<file path="src/rtl/riscv_pkg.sv">
// Shared RV32 decode types: pipeline register structs, opcode constants and
// the immediate-format classification used by the decode stage.
package riscv_pkg;

  localparam int RV_XLEN = 32;

  localparam logic [6:0] OP_LOAD   = 7'b0000011;
  localparam logic [6:0] OP_IMM    = 7'b0010011;
  localparam logic [6:0] OP_AUIPC  = 7'b0010111;
  localparam logic [6:0] OP_STORE  = 7'b0100011;
  localparam logic [6:0] OP_REG    = 7'b0110011;
  localparam logic [6:0] OP_LUI    = 7'b0110111;
  localparam logic [6:0] OP_BRANCH = 7'b1100011;
  localparam logic [6:0] OP_JALR   = 7'b1100111;
  localparam logic [6:0] OP_JAL    = 7'b1101111;

  typedef enum logic [2:0] {
    IMM_NONE,
    IMM_I,
    IMM_S,
    IMM_B,
    IMM_U,
    IMM_J
  } imm_fmt_e;

  typedef struct packed {
    logic               valid;
    logic [RV_XLEN-1:0] pc;
    logic [31:0]        instr;
  } if_id_t;

  typedef struct packed {
    logic               valid;
    logic [RV_XLEN-1:0] pc;
    logic [4:0]         rs1;
    logic [4:0]         rs2;
    logic [4:0]         rd;
    logic [RV_XLEN-1:0] rd1;
    logic [RV_XLEN-1:0] rd2;
    logic [RV_XLEN-1:0] imm;
    logic [6:0]         opcode;
    logic [2:0]         funct3;
    logic [6:0]         funct7;
  } id_ex_t;

  function automatic imm_fmt_e imm_fmt(input logic [6:0] op);
    imm_fmt_e f;
    case (op)
      OP_IMM, OP_LOAD, OP_JALR: f = IMM_I;
      OP_STORE:                 f = IMM_S;
      OP_BRANCH:                f = IMM_B;
      OP_LUI, OP_AUIPC:         f = IMM_U;
      OP_JAL:                   f = IMM_J;
      default:                  f = IMM_NONE;
    endcase
    return f;
  endfunction

  // 32-bit sign-extended immediate; callers widen to XLEN if needed.
  function automatic logic [31:0] imm_gen(input logic [31:0] i);
    logic [31:0] r;
    case (imm_fmt(i[6:0]))
      IMM_I:   r = {{20{i[31]}}, i[31:20]};
      IMM_S:   r = {{20{i[31]}}, i[31:25], i[11:7]};
      IMM_B:   r = {{19{i[31]}}, i[31], i[7], i[30:25], i[11:8], 1'b0};
      IMM_U:   r = {i[31:12], 12'b0};
      IMM_J:   r = {{11{i[31]}}, i[31], i[19:12], i[20], i[30:21], 1'b0};
      default: r = '0;
    endcase
    return r;
  endfunction

endpackage

</file>
<file path="src/rtl/regfile.sv">
// NREG x XLEN register file, two async read ports, one write port.
// x0 and out-of-range indices read as zero; optional write-to-read bypass.
module regfile #(
  parameter int XLEN   = 32,
  parameter int NREG   = 32,
  parameter int BYPASS = 1
) (
  input  logic            clk,
  input  logic            rst,
  input  logic [4:0]      ra1,
  input  logic [4:0]      ra2,
  output logic [XLEN-1:0] rd1,
  output logic [XLEN-1:0] rd2,
  input  logic            we,
  input  logic [4:0]      wa,
  input  logic [XLEN-1:0] wd
);

  localparam int AW = (NREG > 1) ? $clog2(NREG) : 1;

  logic [XLEN-1:0] mem [NREG];
  logic            wr_ok;

  // Range check on the full 5-bit index so x20 cannot alias x4 when NREG=16.
  assign wr_ok = we & ~rst & (wa != 5'd0) & (int'(wa) < NREG);

  always_ff @(posedge clk or posedge rst) begin
    if (rst) begin
      for (int i = 0; i < NREG; i++) mem[i] <= '0;
    end else if (wr_ok) begin
      mem[wa[AW-1:0]] <= wd;
    end
  end

  always_comb begin
    rd1 = '0;
    if (ra1 != 5'd0 && int'(ra1) < NREG) begin
      if (BYPASS != 0 && wr_ok && wa == ra1) rd1 = wd;
      else                                   rd1 = mem[ra1[AW-1:0]];
    end
  end

  always_comb begin
    rd2 = '0;
    if (ra2 != 5'd0 && int'(ra2) < NREG) begin
      if (BYPASS != 0 && wr_ok && wa == ra2) rd2 = wd;
      else                                   rd2 = mem[ra2[AW-1:0]];
    end
  end

endmodule

</file>
<file path="src/rtl/id_decode_rf.sv">
// Instruction decode stage: field/immediate extraction, register read,
// load-use hazard detection and the ID/EX pipeline register.
module id_decode_rf
  import riscv_pkg::*;
#(
  parameter int XLEN   = RV_XLEN,
  parameter int NREG   = 32,
  parameter int BYPASS = 1
) (
  input  logic            clk,
  input  logic            rst,
  input  logic            we3,
  input  logic [4:0]      a3,
  input  logic [XLEN-1:0] wd3,
  input  if_id_t          in,
  output logic            in_ready,
  input  logic            stall_i,
  input  logic            flush_i,
  input  logic            ex_is_load,
  input  logic [4:0]      ex_rd,
  output id_ex_t          out
);

  logic [4:0]      rs1, rs2, rd;
  logic [XLEN-1:0] rd1, rd2;
  logic            hazard;
  id_ex_t          dec;

  assign rs1 = in.instr[19:15];
  assign rs2 = in.instr[24:20];
  assign rd  = in.instr[11:7];

  regfile #(
    .XLEN  (XLEN),
    .NREG  (NREG),
    .BYPASS(BYPASS)
  ) u_rf (
    .clk(clk),
    .rst(rst),
    .ra1(rs1),
    .ra2(rs2),
    .rd1(rd1),
    .rd2(rd2),
    .we (we3),
    .wa (a3),
    .wd (wd3)
  );

  // rs2 is compared even for formats without one: conservative, never wrong.
  assign hazard   = in.valid & ex_is_load & (ex_rd != 5'd0) &
                    ((ex_rd == rs1) | (ex_rd == rs2));
  assign in_ready = ~rst & ~stall_i & ~hazard;

  always_comb begin
    dec = '0;
    if (in.valid) begin
      dec.valid  = 1'b1;
      dec.pc     = in.pc;
      dec.rs1    = rs1;
      dec.rs2    = rs2;
      dec.rd     = rd;
      dec.rd1    = rd1;
      dec.rd2    = rd2;
      dec.imm    = XLEN'($signed(imm_gen(in.instr)));
      dec.opcode = in.instr[6:0];
      dec.funct3 = in.instr[14:12];
      dec.funct7 = in.instr[31:25];
    end
  end

  // Bubbles are fully zeroed so downstream never sees stale fields.
  always_ff @(posedge clk or posedge rst) begin
    if (rst)          out <= '0;
    else if (flush_i) out <= '0;
    else if (stall_i) out <= out;
    else if (hazard)  out <= '0;
    else              out <= dec;
  end

endmodule

</file>
<file path="config.mk">
export PLATFORM = sky130hd
export DESIGN_NAME = id_decode_rf
export DESIGN_NICKNAME = d
export VERILOG_FILES = /design/src/rtl/riscv_pkg.sv /design/src/rtl/regfile.sv /design/src/rtl/id_decode_rf.sv
export SDC_FILE = /design/constraint.sdc
export NUM_CORES = 2
export LEC_CHECK = 0
export CAP_MARGIN = 20
export CORE_AREA = 2 2 308 310
export DETAILED_ROUTE_END_ITERATION = 16
export DIE_AREA = 0 0 310 312
export PLACE_DENSITY = 0.84
export REMOVE_ABC_BUFFERS = 1
export SYNTH_ARGS = -nofsm -noshare
export SYNTH_HDL_FRONTEND = slang
export SYNTH_SLANG_ARGS = --single-unit
</file>
<file path="constraint.sdc">
create_clock -name clk -period 62.8 [get_ports clk]
set_input_delay 12.56 -clock clk [delete_from_list [all_inputs] [get_ports clk]]
set_output_delay 12.56 -clock clk [all_outputs]
set_load 0.05 [all_outputs]
</file>
==> out/metrics.cfg <==
[layout]
syn_to_final_growth_pct=12.8
multiInputGateArea_um2=28800
finish.cell_count_without_fillers=5548
seqCellArea_um2=29700
drive_above_1_share=0.406
final.fill_count=5803
final_nets=4310

[critical_path]
r2r_end=out[96]
critPathSlowestCell=clkdlybuf4s50_1
cp_top_family=buffers and inverters
r2r_start=u_rf.mem[527]
critPathMaxStageDelay_ps=920
crit_path_cell_trace=clkdlybuf4s50_1, xor2_1, nor2_1, a22oi_1, nor2_1, nor3_1, clkdlybuf4s50_1
crit_buf_inv=2
r2r_setup_slack_ps=60280
required_ps=50240
cp-start-kind=input port
crit_type=input port to output port
cp-end-kind=output port
ff2ff_path_depth=5
cp_max_fo=8
critPathArrivalTime_ps=15480

[power_and_ir_drop]
ir_drop_v=0.0000241
p_per_area_nw_per_um2=28.7
leakage_uw=0.0306

[route]
vias=41837
routedWlPerCell_um=33.6
ant_nets=0
drtIter0Drc=5638
vias_per_cell=7.54
dr.pass1.iters=8
wl_um=186000
drc=0

[run_status]
status=complete, no violations

[global_routing]
grt_max_degree=180
grt_overflow=0
track_usage=0.385
grt_pass1_vias=42459
grt_pass1_wl_um=275000
antenna_found_initial=1

[floorplanning]
initial_core_util=0.649
die_area_um2=96700
core-area_um2=93000
io_pins=275
die_w_um=310
num_rows=112
die_y_um=312

[timing]
clock_skew_ps=23.6
period_share=0.447
relSlewSlack=0.210
period_needed_ps=28040
slew_viol_final=0
rsz0062_at_grt=false
timing_hold_violations_final=0
fin_ws_ps=34760
setup_viol=0
fin_setup_tns_ps=0
worst_pin_slew_ps=1180
max_freq_mhz=35.7

[synthesis]
synthXorXnorAreaFrac=0.00290
yosys.area.top_type_share=0.491
synth_edf_count=0
yosys-top-cells-area=dfrtp_1 49%, mux2_2 19%, mux4_2 14%
async_reset_ff_frac=1.00
yosysUniqueCellTypes=58
muxShareOfSynthArea=0.371
synth_common_cells=1185 x dfrtp_1, 994 x mux2_2, 383 x mux4_2
synth_top_area_cell=dfrtp_1
syn_avg_cell_area_um2=14.5
synth_seq_cells=1185
syn_area_um2=60400
seq_area_frac_synth=0.491
synth-compound-area-share=0.0846
ys_warn_count=0
synth-simple-area-share=0.0152
synth_ff_type=dfrtp_1
postSynthCellCount=4168
synth_most_common_cell=dfrtp_1
synthAdderAreaFrac=0
synth_top_family_by_area=multiplexers

[clock_tree]
cts_tree=done
clk_path_buf_depth=3
post_cts.repair.setup_buffers=0
cts_buffers=118
cts_root_buf=clkbuf_16
cts-resized-gates=0
clkLatencyLatePin_ps=730
hold_buffers=0
path_clk_slew_ps=60
htree_levels=3
clock-sinks=1185

[placed_design]
gp_congestion=0.874
port_buffers=274
post-place-cells=5312
hpwl_um=100000
post-place-ws_ps=34780

[hold_path]
hold_depth=0
hold_path_end=u_rf.mem[1000]
timing.hold.worst.class=register to register
hold_path_startpoint=u_rf.mem[1000]

[job]
drv_cap=0

==> worst register-to-register path, stage by stage (launching register included) <==
cell and delay [ps]:
dfrtp_1 410, mux4_2 490, a22o_1 260, a2111oi_0 910, a21oi_1 120, a21o_1 220
==> report_power, final <==
part           switching (uW)  total [uW]  internal, uW
Clock                     306         730           423
Combinational             143         308           164
Sequential               66.3         917           851
==> final cells by class <==
class                      instances  share of cell area
antenna                            1           0.0000368
clock buffer                     184              0.0517
clock inverter                    32             0.00651
inverter                           4            0.000331
multi-input combinational       2497               0.423
sequential                      1185               0.436
tap                             1254              0.0231
timing repair buffer             391              0.0592
==> state kept, by name, summed over array words and instances (netlist names) <==
signal and cells:
u_rf.mem 1024, out 161
==> placed cells by master (no fill, tap or decap), drive strengths merged, types with 84 or more instances in the layout <==
cell | synthesis | layout
a22oi | 100 | 100
a22o | 157 | 157
buf | 197 | 114
a21oi | 84 | 84
mux2 | 995 | 995
clkbuf | 285 | 195
dfrtp | 1185 | 1185
mux2i | 255 | 255
clkdlybuf4s50 | 0 | 266
mux4 | 383 | 383
==> through the flow <==
| step | util | power, uW | hold WS (ps) | cell area [um^2] |
|---|---|---|---|---|
| 2_1_floorplan | - | 1110 | 365 | 58200 |
| 3_3_place_gp | 0.684 | 1210 | 376 | 63600 |
| 3_5_place_dp | 0.684 | 1220 | 383 | 63600 |
| 4_1_cts | 0.726 | 1950 | 398 | 67600 |
| 5_1_grt | 0.731 | 2010 | 407 | 68100 |
| 6_report | 0.731 | 1950 | 400 | 68100 |
==> kinds of logic (layout without fill, tap and decap cells) <==
logic type	count (synthesis)	after routing
flip-flops	1185	1185
AO/OA/AOI/OAI	666	666
buffers and inverters	486	611
multiplexers	1633	1633
XOR/XNOR	20	20
AND/OR/NAND/NOR	178	178
other	0	1
==> layer usage <==
layer / global-route usage / vias to the layer above / wire [um]
met5: 0 / - / 0
met4: 0.194 / 0 / 10400
met3: 0.104 / 689 / 22700
met2: 0.578 / 2952 / 84800
met1: 0.524 / 21959 / 68400
li1: - / 16237 / -
==> worst max path at each step <==
stage	start	endpoint	slack, ps	cells past startpoint
2_1_floorplan	rst	out[0]	16860	1
3_3_place_gp	in[18]	in_ready	34860	7
3_5_place_dp	in[18]	in_ready	34780	7
4_1_cts	in[18]	in_ready	34800	7
5_1_grt	in[18]	in_ready	34620	7
6_report	in[18]	in_ready	34760	7
Power figures use the tool's default switching activity.
